### config.mk
export PLATFORM = sky130hd
export DESIGN_NAME = id_stage
export DESIGN_NICKNAME = d
export VERILOG_FILES = /design/src/rtl/id_stage_pkg.sv /design/src/rtl/id_stage_decode.sv /design/src/rtl/id_stage.sv
export SDC_FILE = /design/constraint.sdc
export NUM_CORES = 1
export LEC_CHECK = 0
export ABC_CLOCK_PERIOD_IN_PS = 2200
export BUFFER_PORTS_ARGS = -buffer_cell sky130_fd_sc_hd__buf_2
export CAP_MARGIN = 20
export CORE_UTILIZATION = 35
export DETAILED_ROUTE_END_ITERATION = 12
export SKIP_CTS_REPAIR_TIMING = 1
export SYNTH_ARGS = -nofsm -noshare
export SYNTH_HDL_FRONTEND = slang
export SYNTH_HIERARCHICAL = 1
export SYNTH_SLANG_ARGS = --single-unit
### constraint.sdc
create_clock -name i_clk -period 2.2 [get_ports i_clk]
set_clock_uncertainty 0.2 [all_clocks]
set_input_delay 0.22 -clock i_clk [delete_from_list [all_inputs] [get_ports i_clk]]
set_output_delay 0.22 -clock i_clk [all_outputs]
set_load 0.05 [all_outputs]
### src/rtl/id_stage_pkg.sv
// rtl/id_stage_pkg.sv - shared ALU op codes, RV32I opcodes, payload type and immediate helpers
package id_stage_pkg;

  typedef enum logic [3:0] {
    ALU_ADD  = 4'd0,
    ALU_SUB  = 4'd1,
    ALU_SLL  = 4'd2,
    ALU_SLT  = 4'd3,
    ALU_SLTU = 4'd4,
    ALU_XOR  = 4'd5,
    ALU_SRL  = 4'd6,
    ALU_SRA  = 4'd7,
    ALU_OR   = 4'd8,
    ALU_AND  = 4'd9,
    ALU_EQ   = 4'd10,
    ALU_NEQ  = 4'd11,
    ALU_GE   = 4'd12,
    ALU_GEU  = 4'd13
  } alu_op_t;

  localparam logic [6:0] OPC_OP       = 7'b0110011;
  localparam logic [6:0] OPC_OP_IMM   = 7'b0010011;
  localparam logic [6:0] OPC_LUI      = 7'b0110111;
  localparam logic [6:0] OPC_AUIPC    = 7'b0010111;
  localparam logic [6:0] OPC_JAL      = 7'b1101111;
  localparam logic [6:0] OPC_JALR     = 7'b1100111;
  localparam logic [6:0] OPC_BRANCH   = 7'b1100011;
  localparam logic [6:0] OPC_LOAD     = 7'b0000011;
  localparam logic [6:0] OPC_STORE    = 7'b0100011;
  localparam logic [6:0] OPC_MISC_MEM = 7'b0001111;
  localparam logic [6:0] OPC_SYSTEM   = 7'b1110011;

  localparam logic [6:0] F7_BASE = 7'b0000000;
  localparam logic [6:0] F7_ALT  = 7'b0100000;

  typedef struct packed {
    alu_op_t     alu_op;
    logic [31:0] data_1;
    logic [31:0] data_2;
    logic [4:0]  shamt;
    logic [31:0] imm;
    logic [31:0] pc;
    logic [4:0]  rd;
    logic        rd_we;
    logic [2:0]  funct3;
    logic        is_branch;
    logic        is_jal;
    logic        is_jalr;
    logic        is_load;
    logic        is_store;
    logic        is_system;
    logic        illegal;
  } payload_t;

  function automatic logic [31:0] imm_i(input logic [31:0] instr);
    return {{20{instr[31]}}, instr[31:20]};
  endfunction

  function automatic logic [31:0] imm_s(input logic [31:0] instr);
    return {{20{instr[31]}}, instr[31:25], instr[11:7]};
  endfunction

  function automatic logic [31:0] imm_b(input logic [31:0] instr);
    return {{19{instr[31]}}, instr[31], instr[7], instr[30:25], instr[11:8], 1'b0};
  endfunction

  function automatic logic [31:0] imm_u(input logic [31:0] instr);
    return {instr[31:12], 12'b0};
  endfunction

  function automatic logic [31:0] imm_j(input logic [31:0] instr);
    return {{11{instr[31]}}, instr[31], instr[19:12], instr[20], instr[30:21], 1'b0};
  endfunction

endpackage

### src/rtl/id_stage_decode.sv
// rtl/id_stage_decode.sv - combinational RV32I decoder producing the next execute payload
module id_stage_decode
  import id_stage_pkg::*;
(
  input  logic [31:0] i_instr,
  input  logic [31:0] i_pc,
  input  logic [31:0] i_rs1_data,
  input  logic [31:0] i_rs2_data,
  output payload_t    o_payload
);

  logic [6:0] opcode;
  logic [2:0] f3;
  logic [6:0] f7;

  assign opcode = i_instr[6:0];
  assign f3     = i_instr[14:12];
  assign f7     = i_instr[31:25];

  // Decode by opcode, then squash everything to a harmless ADD 0+0 if undecodable
  always_comb begin
    logic ill;
    ill       = 1'b0;
    o_payload = '0;
    o_payload.alu_op = ALU_ADD;
    o_payload.pc     = i_pc;
    o_payload.rd     = i_instr[11:7];
    o_payload.funct3 = f3;

    unique case (opcode)
      OPC_OP: begin
        o_payload.data_1 = i_rs1_data;
        o_payload.data_2 = i_rs2_data;
        o_payload.shamt  = i_rs2_data[4:0];
        o_payload.rd_we  = 1'b1;
        if (f7 == F7_BASE) begin
          unique case (f3)
            3'b000: o_payload.alu_op = ALU_ADD;
            3'b001: o_payload.alu_op = ALU_SLL;
            3'b010: o_payload.alu_op = ALU_SLT;
            3'b011: o_payload.alu_op = ALU_SLTU;
            3'b100: o_payload.alu_op = ALU_XOR;
            3'b101: o_payload.alu_op = ALU_SRL;
            3'b110: o_payload.alu_op = ALU_OR;
            3'b111: o_payload.alu_op = ALU_AND;
          endcase
        end else if (f7 == F7_ALT && f3 == 3'b000) begin
          o_payload.alu_op = ALU_SUB;
        end else if (f7 == F7_ALT && f3 == 3'b101) begin
          o_payload.alu_op = ALU_SRA;
        end else begin
          ill = 1'b1;
        end
      end
      OPC_OP_IMM: begin
        o_payload.data_1 = i_rs1_data;
        o_payload.data_2 = imm_i(i_instr);
        o_payload.imm    = imm_i(i_instr);
        o_payload.rd_we  = 1'b1;
        unique case (f3)
          3'b000: o_payload.alu_op = ALU_ADD;
          3'b010: o_payload.alu_op = ALU_SLT;
          3'b011: o_payload.alu_op = ALU_SLTU;
          3'b100: o_payload.alu_op = ALU_XOR;
          3'b110: o_payload.alu_op = ALU_OR;
          3'b111: o_payload.alu_op = ALU_AND;
          3'b001: begin
            o_payload.alu_op = ALU_SLL;
            ill = (f7 != F7_BASE);
          end
          3'b101: begin
            o_payload.alu_op = (f7 == F7_ALT) ? ALU_SRA : ALU_SRL;
            ill = (f7 != F7_BASE) && (f7 != F7_ALT);
          end
        endcase
        // Immediate shifts carry the 5-bit shamt as operand 2 as well
        if (f3 == 3'b001 || f3 == 3'b101) begin
          o_payload.shamt  = i_instr[24:20];
          o_payload.data_2 = {27'b0, i_instr[24:20]};
        end
      end
      OPC_LUI: begin
        o_payload.data_2 = imm_u(i_instr);
        o_payload.imm    = imm_u(i_instr);
        o_payload.rd_we  = 1'b1;
      end
      OPC_AUIPC: begin
        o_payload.data_1 = i_pc;
        o_payload.data_2 = imm_u(i_instr);
        o_payload.imm    = imm_u(i_instr);
        o_payload.rd_we  = 1'b1;
      end
      OPC_JAL: begin
        o_payload.data_1 = i_pc;
        o_payload.data_2 = 32'd4;
        o_payload.imm    = imm_j(i_instr);
        o_payload.rd_we  = 1'b1;
        o_payload.is_jal = 1'b1;
      end
      OPC_JALR: begin
        o_payload.data_1  = i_pc;
        o_payload.data_2  = 32'd4;
        o_payload.imm     = imm_i(i_instr);
        o_payload.rd_we   = 1'b1;
        o_payload.is_jalr = 1'b1;
        ill = (f3 != 3'b000);
      end
      OPC_BRANCH: begin
        o_payload.data_1    = i_rs1_data;
        o_payload.data_2    = i_rs2_data;
        o_payload.imm       = imm_b(i_instr);
        o_payload.is_branch = 1'b1;
        unique case (f3)
          3'b000:  o_payload.alu_op = ALU_EQ;
          3'b001:  o_payload.alu_op = ALU_NEQ;
          3'b100:  o_payload.alu_op = ALU_SLT;
          3'b101:  o_payload.alu_op = ALU_GE;
          3'b110:  o_payload.alu_op = ALU_SLTU;
          3'b111:  o_payload.alu_op = ALU_GEU;
          default: ill = 1'b1;
        endcase
      end
      OPC_LOAD: begin
        o_payload.data_1  = i_rs1_data;
        o_payload.data_2  = imm_i(i_instr);
        o_payload.imm     = imm_i(i_instr);
        o_payload.rd_we   = 1'b1;
        o_payload.is_load = 1'b1;
      end
      OPC_STORE: begin
        o_payload.data_1   = i_rs1_data;
        o_payload.data_2   = imm_s(i_instr);
        o_payload.imm      = imm_s(i_instr);
        o_payload.is_store = 1'b1;
      end
      OPC_MISC_MEM, OPC_SYSTEM: begin
        o_payload.is_system = 1'b1;
      end
      default: ill = 1'b1;
    endcase

    if (i_instr[1:0] != 2'b11) ill = 1'b1;

    if (ill) begin
      o_payload.alu_op    = ALU_ADD;
      o_payload.data_1    = '0;
      o_payload.data_2    = '0;
      o_payload.shamt     = '0;
      o_payload.imm       = '0;
      o_payload.rd_we     = 1'b0;
      o_payload.is_branch = 1'b0;
      o_payload.is_jal    = 1'b0;
      o_payload.is_jalr   = 1'b0;
      o_payload.is_load   = 1'b0;
      o_payload.is_store  = 1'b0;
      o_payload.is_system = 1'b0;
      o_payload.illegal   = 1'b1;
    end

    // x0 is never written
    if (o_payload.rd == 5'd0) o_payload.rd_we = 1'b0;
  end

endmodule

### src/rtl/id_stage.sv
// rtl/id_stage.sv - decode/issue stage: handshake pipeline register in front of execute
module id_stage
  import id_stage_pkg::*;
#(
  parameter int              XLEN     = 32,
  parameter logic [XLEN-1:0] RESET_PC = '0
) (
  input  logic            i_clk,
  input  logic            i_rst,
  input  logic            i_valid,
  output logic            o_ready,
  input  logic [31:0]     i_instr,
  input  logic [XLEN-1:0] i_pc,
  output logic [4:0]      o_rs1_addr,
  output logic [4:0]      o_rs2_addr,
  input  logic [XLEN-1:0] i_rs1_data,
  input  logic [XLEN-1:0] i_rs2_data,
  input  logic            i_flush,
  output logic            o_valid,
  input  logic            i_ready,
  output alu_op_t         o_alu_op,
  output logic [XLEN-1:0] o_data_1,
  output logic [XLEN-1:0] o_data_2,
  output logic [4:0]      o_shamt,
  output logic [XLEN-1:0] o_imm,
  output logic [XLEN-1:0] o_pc,
  output logic [4:0]      o_rd,
  output logic            o_rd_we,
  output logic [2:0]      o_funct3,
  output logic            o_is_branch,
  output logic            o_is_jal,
  output logic            o_is_jalr,
  output logic            o_is_load,
  output logic            o_is_store,
  output logic            o_is_system,
  output logic            o_illegal
);

  payload_t next_pl;
  payload_t pl;
  logic     valid_q;

  assign o_rs1_addr = i_instr[19:15];
  assign o_rs2_addr = i_instr[24:20];

  id_stage_decode u_decode (
    .i_instr    (i_instr),
    .i_pc       (i_pc),
    .i_rs1_data (i_rs1_data),
    .i_rs2_data (i_rs2_data),
    .o_payload  (next_pl)
  );

  // A flush drops the incoming word, so fetch may always hand it over
  assign o_ready = ~valid_q | i_ready | i_flush;

  // Pipeline register: reset beats flush, flush beats load; payload moves only on a load
  always_ff @(posedge i_clk) begin
    if (i_rst) begin
      valid_q <= 1'b0;
      pl      <= '0;
      pl.pc   <= RESET_PC;
    end else if (i_flush) begin
      valid_q <= 1'b0;
    end else if (i_valid && o_ready) begin
      valid_q <= 1'b1;
      pl      <= next_pl;
    end else if (i_ready) begin
      valid_q <= 1'b0;
    end
  end

  assign o_valid     = valid_q;
  assign o_alu_op    = pl.alu_op;
  assign o_data_1    = pl.data_1;
  assign o_data_2    = pl.data_2;
  assign o_shamt     = pl.shamt;
  assign o_imm       = pl.imm;
  assign o_pc        = pl.pc;
  assign o_rd        = pl.rd;
  assign o_rd_we     = pl.rd_we;
  assign o_funct3    = pl.funct3;
  assign o_is_branch = pl.is_branch;
  assign o_is_jal    = pl.is_jal;
  assign o_is_jalr   = pl.is_jalr;
  assign o_is_load   = pl.is_load;
  assign o_is_store  = pl.is_store;
  assign o_is_system = pl.is_system;
  assign o_illegal   = pl.illegal;

endmodule

Word-level counts from Yosys, hierarchy flattened
Memories as Yosys holds them, arrays and structs flattened.
Index checks and enable logic that the tools add are counted.
{ "op_classes": {"eq_ne": 21, "mux": 32, "n_bitwise": 4, "reduce_logical": 23} }
{ "op_table": {"columns": ["operator", "count"], "rows": [
  ["one-hot mux 32 bit (6 select lines)", 1],
  ["one-hot mux 32 bit (5 select lines)", 1],
  ["two-way mux 105 bit", 1],
  ["one-hot mux 32 bit (2 select lines)", 1],
  ["two-way mux 37 bit", 1],
  ["one-hot mux 4 bit (8 select lines)", 1],
  ["equality test 7 x 6 -> 1 bit, second input constant", 4],
  ["equality test 7 bit, second input constant", 4],
  ["one-hot mux 4 bit (6 select lines)", 1],
  ["two-way mux 1 bit", 17],
  ["equality test 7 x 5 -> 1 bit, second input constant", 2],
  ["OR reduction 7 bit", 2],
  ["equality test 3 bit, second input constant", 4],
  ["one-hot mux 4 bit (3 select lines)", 1],
  ["one-hot mux 5 bit (2 select lines)", 1],
  ["OR reduction 2 bit", 5],
  ["two-way mux 4 bit", 2],
  ["equality test 7 x 2 -> 1 bit, second input constant", 1],
  ["equality test 7 x 4 -> 1 bit, second input constant", 1],
  ["logical NOT 7 bit", 1],
  ["two-way mux 7 bit", 1],
  ["!= test 7 x 6 -> 1 bit, second input constant", 1],
  ["nonzero test 7 bit", 1],
  ["equality test 3 x 2 -> 1 bit, second input constant", 2],
  ["other kinds (17)", 23]
]} }
{ "totals": {"ff_bits": 154, "mem_bits_ro": 32, "inputBits": 133, "output_inout_bits": 165, "word_cells": 98, "memories": 1} }
{ "memory_table": {"columns": ["memory", "words", "word_bits", "rd", "rd_ports_with_merged_regs", "wr", "line_no", "text"], "rows": [
  ["(no name shown)", 8, 4, 1, 0, 0, "id_stage_decode.sv:37", "unique case (f3)"]
]} }

Depth between registers and ports, before layout
Gate-level depths: netlist of the first run.
{ "depth": {"ltp_word": 9, "ltp_mapped": 12, "mapped_depth_nobuf": 9} }

By module
Netlist of the first run, hierarchy kept.
{ "modules_own_cells": {"columns": ["module", "n_inst", "cells_each", "area_each_um2"], "rows": [
  ["id_stage", 1, 679, 6962.9],
  ["id_stage_decode", 1, 406, 2333.5]
]} }

Least setup slack after synthesis of the first run
No wires, ideal clock.
{ "synth_path": {"kind": "in2reg", "from": "in i_instr[13]", "to": "reg pl, in the netlist o_data_2[0]", "setup_ps": 72, "arrival_ps": 1773, "t_required_ps": 1928, "setup_slack_ps": 155, "cell_stages": 12, "path_buffers": 4, "path_cell_list": "inv_1 ha_1 clkbuf_1 and4_1 buf_2 a32oi_1 nand3_2 buf_6 buf_6 a21oi_1 nand2b_1 mux2i_1"} }
{ "synth_rtl": {"columns": ["element", "line_no", "text"], "rows": [
  ["start: declaration", "id_stage.sv:12", "input logic [31:0] i_instr,"],
  ["end signal: assignment", "id_stage.sv:67", "pl <= next_pl;"],
  ["end: declaration", "id_stage.sv:40", "payload_t pl;"]
]} }

Final worst setup path of the first run
{ "layout_path": {"from": "in i_valid", "to": "reg valid_q (netlist: o_valid)"} }
{ "layout_via": {"elab_chain_cells": 2, "elab_cells_between_ends": 3, "cone_classes": "mux: 1; reduce/logical: 2"} }
{ "layout_rtl": {"columns": ["element", "line_no", "text"], "rows": [
  ["start: declaration", "id_stage.sv:10", "input logic i_valid,"],
  ["logical AND 1 bit *", "id_stage.sv:65", "end else if (i_valid && o_ready) begin"],
  ["two-way mux 1 bit or nonzero test 2 bit (tied branches)", null, null],
  ["end signal: assignment", "id_stage.sv:64", "valid_q <= 1'b0;"],
  ["end signal: assignment", "id_stage.sv:66", "valid_q <= 1'b1;"],
  ["end signal: assignment", "id_stage.sv:69", "valid_q <= 1'b0;"],
  ["end: declaration", "id_stage.sv:41", "logic valid_q;"]
]} }
Every way passes the cells marked *; elsewhere a longest branch is shown, timed or not.
A chain may end at the register's enable or synchronous reset.

==> results of run 1 <==
[path summary, 6_finish.rpt]
path / startpoint / end / slack, ps / cells past startpoint
worst max register to register: o_valid$_SDFFE_PP0P_ / o_imm[26]$_SDFFE_PP0P_ / 570 / 3
worst max-delay path: i_valid / o_valid$_SDFFE_PP0P_ / 180 / 6
worst min-delay path: i_rs2_data[25] / o_data_2[25]$_SDFFE_PP0P_ / -7 / 5
worst min register to register: o_pc[3]$_SDFFE_PP0P_ / o_pc[3]$_SDFFE_PP0P_ / 270 / 2
[layout by cell type, fill, tap and decap left out, types with 2 or more instances in the layout]
cell	n
nand2b_1	311
buf_2	296
dfxtp_1	154
mux2i_1	153
nor2_1	76
nand2_1	65
a22oi_1	60
buf_4	53
dlygate4sd3_1	42
a21oi_1	40
clkbuf_16	17
a31oi_1	14
buf_12	13
o21ai_0	8
clkinv_4	6
inv_1	4
nand3_1	4
nor3_1	4
ha_1	4
clkbuf_8	3
and3_1	3
nor2b_1	3
nand4b_1	3
diode_2	2
nand3b_1	2
a21oi_4	2
clkinvlp_4	2
inv_6	2
inv_8	2
a22o_1	2
or2_2	2
or4_1	2
o211ai_1	2
[through the flow]
step                setup WS (ps)  setup TNS, ps  hold WS, ps  cells
floorplan                     155              0          175   1085
global placement             -151          -7490          256   1645
detailed placement           -138          -5450          258   1645
CTS                           309              0         -160   1677
global route                  134              0         9.42   1720
finish                        182              0        -6.55   1721
[critical path, stage by stage]
cell and delay, ps:
dlygate4sd3_1 530, buf_2 130, nand2b_4 70, dlygate4sd3_1 540, a21oi_1 60, dlygate4sd3_1 570
[cells by family after synthesis]
group | count (synthesis) | share of synthesized area, %
adder cells (fa/ha/maj) | 4 | 0.538
buffers and inverters | 142 | 9.85
XOR/XNOR | 1 | 0.0942
multiplexers | 153 | 16.5
AND/OR/NAND/NOR | 490 | 29.8
flip-flops | 154 | 33.2
AO/OA/AOI/OAI | 141 | 10.1
[Yosys cell counts, drive strengths merged (4+ instances only)]
master and instances:
a21oi 42, a22oi 60, a31oi 14, buf 89, clkbuf 49, dfxtp 154
ha 4, inv 4, mux2i 153, nand2 65, nand2b 312, nand3 5
nor2 77, nor3 5, o21ai 9
[registers in the layout (all words and copies together) (netlist names), 3 cells and up]
register	flops
o_alu_op	4
o_data_1	32
o_data_2	32
o_funct3	3
o_imm	32
o_pc	32
o_rd	5
o_shamt	5
[cell type report]
type                            count  area, µm²
Inverter                            4       15.0
Clock inverter                     12        108
Fill cell                        2591      14100
Sequential cell                   154       3080
Tap cell                          335        419
Clock buffer                       20        467
Multi-Input combinational cell    789       5330
Timing Repair Buffer              405       2570
Antenna cell                        2       5.00
[metal layers]
metal	part of all wire, %	track usage [%]
met1	45	26.1
met2	47	35.0
met3	6.7	5.68
met4	1.4	5.84
met5	0.075	0
[power by group through the flow]
stage               Sequential [mW]  Clock, mW  Combinational [mW]
floorplan                      3.06          0               0.564
detailed placement             2.91          0                1.01
global route                   2.85       3.10                1.14
global placement               2.91          0                1.01
CTS                            2.85       2.99                1.01
finish                         2.85       2.88                1.07
==> summary.txt, run 1 <==
Status
  • Status: complete, but fails checks
  • Failing checks: hold timing

Synthesis
  • Async SR Flop Fraction: 0%
  • Sequential area share after synthesis: 33.2%
  • Mapped cell area: 9300 µm²
  • Ranking of synthesized cells by area: dfxtp_1 (33%), nand2b_1 (21%), mux2i_1 (16%), a22oi_1 (4.8%), buf_4 (4.8%)
  • Cells after Synth: 1085
  • Syn avg cell area: 8.57 µm²
  • Ys flop type: dfxtp_1
  • EDFF count, synth: 0
  • Net count after synthesis: approximately 1200
  • Area leader, netlist: dfxtp_1
  • Yosys top cell area share: 33.2%
  • Syn. warnings: 6
  • Yosys reg bits: ~150
  • Synth cell types: 55

Pwr
  • Total power: between 6 and 7 mW
  • Net Sw Power: between 1.5 and 2 mW
  • Sequential Power Share: between 40% and 50%
  • Switching part of the total: around 29%
  • Part of the power in combinational logic: 15.7%
  • VDD IR max: 0.000402 V
  • Clock power frac: 42.4%
  • Static Leak: roughly 4.8 nW
  • Pwr dens: ~570 nW/µm²
  • Internal Pwr Total: between 4 and 5 mW

Timing
  • Max-slew violations: 0
  • Final hold viol count: 4
  • Max transition margin: 60.9%
  • Fmax: 0.495 GHz
  • Hold_ws: -6.55 ps
  • Final Setup Violations: 0
  • RSZ-0062 raised after global routing: false
  • Final period util: 91.7%
  • Slew @ Worst Pin: roughly 600 ps
  • Min Tclk post-route: 2020 ps

Global route
  • Global Route Usage Sum: 20.9%
  • First-pass GRT wire length: ~44 mm
  • Vias in the first global route: 7852
  • Overflow after GRT: 0
  • Initial antenna violation count: 4
  • Largest net degree at the start of global routing: 114

Worst setup path
  • Critical Path End Type: flip-flop
  • CP Launch Type: input port
  • WP data arrival: approximately 2100 ps
  • WP data required: 2310 ps
  • CP Max Fanout: 2
  • Critical path type: input port to flip-flop

Final layout
  • Nets: between 1500 and 2000
  • Fin util: 46.0%
  • Fin area: around 12000 µm²
  • Layout area overhead: 29.0%
  • Layout cells sized above 1: 29.3%

Floorplan
  • Io pins: 298
  • Starting Density: between 30% and 40%
  • Rows: 59
  • Die X: 165 µm
  • Full die area: 27200 µm²
  • DIE HEIGHT: 165 µm
  • Core ar.: 26100 µm²

Routing
  • Final ANT Viol Nets: 0
  • DRC Markers: 0
  • Drt total wl: 29.4 mm
  • Initial drt markers: 537
  • Wire per inst: 17.1 µm
  • Vias post-DR: 8347
  • Drt first pass iters: 5
  • Drt via density: 4.85

Flow run
  • Max-Cap Viols: 0

Place
  • DP Wirelength: 21.4 mm
  • Routability Congestion: 0.907
  • Port Buffers: 297
  • Area after DPL: 11000 µm²

Clock network
  • Total clock buffers created by CTS: 17
  • CTS HTree Levels: 4
  • Clock Latency Late Sink: 420 ps
  • Root buf cell: clkbuf_16
  • Clk sinks: between 150 and 200
  • Max clock buf depth: 2
  • CTS tree: built
  • Clock Pin Slew Worst Setup and Hold Paths: 70 ps

Min path
  • Worst hold path type: input port to flip-flop
Power figures use the tool's default switching activity.
==> run 2: changes to the inputs <==
ABC_AREA = 1   (was not set)
SLEW_MARGIN = 20   (was not set)
==> run 2 against run 1 <==
The flow still finishes with violations (hold timing). Sequential power grew 7.0%. Critical path type is now flip-flop to primary output. Area after synthesis grew 4.5%. Clock power grew 8.3%.
==> summary.txt, run 2 <==
Timing
  • Max transition margin: 74.8% (was 60.9%)
  • Final Setup Violations: 0 (unchanged)
  • Max-slew violations: 0 (unchanged)
  • Fmax: 0.499 GHz (was 0.495 GHz)
  • RSZ-0062 raised after global routing: false (unchanged)
  • Setup_tns: 0 ps (unchanged)
  • Final period util: 91.2% (was 91.7%)
  • Hold_ws: -58.5 ps (was -6.55 ps)
  • Final hold viol count: 3 (was 4)
  • Slew @ Worst Pin: 379 ps (was 586 ps)
  • Worst setup margin: 194 ps (was 182 ps)
  • Min Tclk post-route: 2010 ps (was 2020 ps)

Routing
  • DRC Markers: 0 (unchanged)
  • Final ANT Viol Nets: 0 (unchanged)
  • Drt via density: 4.75 (was 4.85)
  • Drt total wl: 34.2 mm (was 29.4 mm)
  • Initial drt markers: 676 (was 537)
  • Vias post-DR: 10800 (was 8347)
  • Wire per inst: 15.1 µm (was 17.1 µm)
  • Drt first pass iters: 5 (unchanged)

Clock network
  • Clk sinks: 154 (unchanged)
  • Clock Pin Slew Worst Setup and Hold Paths: 70 ps (about the same)
  • Clock Latency Late Sink: 420 ps (about the same)
  • Root buf cell: clkbuf_16 (unchanged)
  • Total clock buffers created by CTS: 17 (unchanged)
  • CTS HTree Levels: 4 (unchanged)
  • Max clock buf depth: 2 (unchanged)
  • CTS tree: built (unchanged)

Global route
  • First-pass GRT wire length: 52.3 mm (was 43.5 mm)
  • Global Route Usage Sum: 23.5% (was 20.9%)
  • Initial antenna violation count: 7 (was 4)
  • Overflow after GRT: 0 (unchanged)
  • Largest net degree at the start of global routing: 87 (was 114)
  • Vias in the first global route: 9601 (was 7852)

Worst setup path
  • Worst Reg-to-Reg Cells: 5 (was 3)
  • Cell Chain, Critical Path: nand2_8 -> or2_2 -> buf_2 (was dlygate4sd3_1 -> buf_2 -> nand2b_4 -> dlygate4sd3_1 -> a21oi_1 -> dlygate4sd3_1)
  • R2R Path End: o_data_1[2]$_SDFFE_PP0P_ (was o_imm[26]$_SDFFE_PP0P_)
  • WP data arrival: 1590 ps (was 2130 ps)
  • Setup slack, reg-to-reg: 610 ps (was 570 ps)
  • CP peak stage delay: 450 ps (was 570 ps)
  • WP data required: 1780 ps (was 2310 ps)
  • CP Max Fanout: 32 (was 2)
  • CP Launch Type: flip-flop (was input port)
  • Critical path type: flip-flop to primary output (was input port to flip-flop)
  • Slowest CP cell: dfxtp_1 (was dlygate4sd3_1)
  • Critical Path End Type: primary output (was flip-flop)
  • Worst reg2reg startpoint: o_valid$_SDFFE_PP0P_ (unchanged)

Place
  • Pre-CTS setup slack: -160 ps (was -138 ps)
  • Port Buffers: 297 (unchanged)
  • Routability Congestion: 0.894 (was 0.907)
  • Area after DPL: 11500 µm² (was 11000 µm²)
  • DP Wirelength: 24.6 mm (was 21.4 mm)

Synthesis
  • XOR/XNOR Fraction of Synth Area: 0% (was 0.0942%)
  • Ys flop type: dfxtp_1 (unchanged)
  • Ranking of synthesized cells by area: dfxtp_1 (32%), nor2_1 (13%), nand2_1 (12%), nand3_1 (9.0%), a21oi_1 (8.7%) (was dfxtp_1 (33%), nand2b_1 (21%), mux2i_1 (16%), a22oi_1 (4.8%), buf_4 (4.8%))
  • Synth cell types: 36 (was 55)
  • Synth Area in Adders: 0.515% (was 0.538%)
  • Area leader, netlist: dfxtp_1 (unchanged)
  • Multiplexer area fraction after synthesis: 0% (was 16.5%)
  • Commonest cells post-synth: nor2_1 (326), nand2_1 (300), inv_1 (212) (was nand2b_1 (311), dfxtp_1 (154), mux2i_1 (153))
  • Sequential area share after synthesis: 31.7% (was 33.2%)
  • Count leader, synth: nor2_1 (was nand2b_1)
  • Syn. warnings: 6 (unchanged)
  • Net count after synthesis: 1738 (was 1222)
  • Largest family of logic cells by synthesized area: simple AND/OR/NAND/NOR gates (unchanged)
  • Async SR Flop Fraction: 0% (unchanged)
  • Post-synthesis compound-gate area fraction: 12.7% (was 10.1%)
  • Mapped cell area: 9710 µm² (was 9300 µm²)
  • EDFF count, synth: 0 (unchanged)
  • Syn avg cell area: 6.07 µm² (was 8.57 µm²)
  • Yosys top cell area share: 31.7% (was 33.2%)
  • Post-Synth Simple-Gate Area: 36.4% (was 29.8%)
  • Yosys reg bits: 154 (unchanged)
  • Cells after Synth: 1601 (was 1085)

Min path
  • Worst hold path type: input port to flip-flop (unchanged)
  • Min-Delay Endpoint: o_pc[1]$_SDFFE_PP0P_ (was o_data_2[25]$_SDFFE_PP0P_)
  • Worst hold start: i_pc[1] (was i_rs2_data[25])
  • Worst hold stages: 5 (unchanged)

Floorplan
  • Rows: 60 (was 59)
  • Die X: 169 µm (was 165 µm)
  • Full die area: 28400 µm² (was 27200 µm²)
  • Core ar.: 27100 µm² (was 26100 µm²)
  • Io pins: 298 (unchanged)
  • Starting Density: 35.8% (was 35.7%)
  • DIE HEIGHT: 169 µm (was 165 µm)

Final layout
  • Commonest non-fill, non-tap cell in the layout: nor2_1 (was nand2b_1)
  • Fin util: 46.1% (was 46.0%)
  • Fillers: 2938 (was 2591)
  • Layout cells sized above 1: 23.6% (was 29.3%)
  • Most frequent cells in the layout: nor2_1 (326), nand2_1 (300), buf_2 (297) (was nand2b_1 (311), buf_2 (296), dfxtp_1 (154))
  • Multi-input logic area: 4850 µm² (was 5330 µm²)
  • Nets: 2008 (was 1508)
  • Fin area: 12500 µm² (was 12000 µm²)
  • Register area: 3080 µm² (unchanged)
  • Layout area overhead: 28.7% (was 29.0%)

Status
  • Status: complete, but fails checks (unchanged)
  • Failing checks: hold timing (unchanged)

Pwr
  • Total power: 8.06 mW (was 6.80 mW)
  • Pwr dens: 645 nW/µm² (was 567 nW/µm²)
  • VDD IR max: 0.000427 V (was 0.000402 V)
  • Static Leak: 6.07 nW (was 4.82 nW)

Flow run
  • Max-Cap Viols: 0 (unchanged)
## run 2: cell types whose count changed after synthesis, sizes merged, moves of 28 or more
cell    delta
nand2b   -312
a21oi    +127
buf       +54
nand2    +241
nand3    +173
inv      +214
a22oi     -28
clkbuf    -31
mux2i    -153
nor2     +264
## run 2: cells by family (layout without fill, tap and decap cells)
family / count (synthesis) / after routing
DFF: 154 / 154
and+or+nand+nor: 837 / 837
buffers and inverters: 381 / 664
AOI/OAI and AO/OA: 225 / 225
adders and majority gates: 4 / 4
other: 0 / 5
## run 2: routing by layer
layer	share of wire, %	track usage [%]	wire (µm)	vias to the layer above
met4	1.7	6.25	576	2
li1	-	-	-	5477
met3	7.4	5.70	2540	34
met2	46	38.4	15600	352
met1	45	30.8	15500	4885
met5	0.023	0	8	-
## run 2: how the worst max path moves through the flow
stage                         startpoint  slack, ps  depth (start not counted)                        end
finish              o_valid$_SDFFE_PP0P_        190                          3                    o_ready
global route                 i_instr[13]         60                         15   o_alu_op[2]$_SDFFE_PP0P_
CTS                 o_valid$_SDFFE_PP0P_        170                          3                    o_ready
detailed placement           i_instr[13]       -160                         15   o_alu_op[2]$_SDFFE_PP0P_
global placement             i_instr[13]       -100                         15   o_alu_op[2]$_SDFFE_PP0P_
floorplan                    i_instr[13]        130                         16  o_data_1[19]$_SDFFE_PP0P_
## run 2: cell type report
| cell class | instances | share of cell area (%) |
|---|---|---|
| clock inverter | 15 | 1.35 |
| inverter | 220 | 6.64 |
| antenna | 5 | 0.100 |
| clock buffer | 17 | 3.40 |
| sequential | 154 | 24.7 |
| tap | 372 | 3.72 |
| multi-input combinational | 1066 | 38.8 |
| timing repair buffer | 412 | 21.3 |
## run 2: stage by stage
step | std cells | hold WS [ps]
CTS | 2220 | -210
floorplan | 1601 | 96.8
global placement | 2188 | 239
detailed placement | 2188 | 243
finish | 2261 | -58.5
global route | 2258 | 0.865
## run 2: report_power, final
part / internal (mW) / switching, mW
clock: 1.63 / 1.48
combinational: 0.558 / 1.33
sequential: 2.96 / 0.0931
total: 5.15 / 2.91
## run 2: worst max-delay path: cells and delay by family (launching register included)
| family | cells | cell delay, ps |
|---|---|---|
| buffers and inverters | 1 | 210 |
| AND/OR/NAND/NOR | 2 | 510 |
| flip-flops | 1 | 450 |
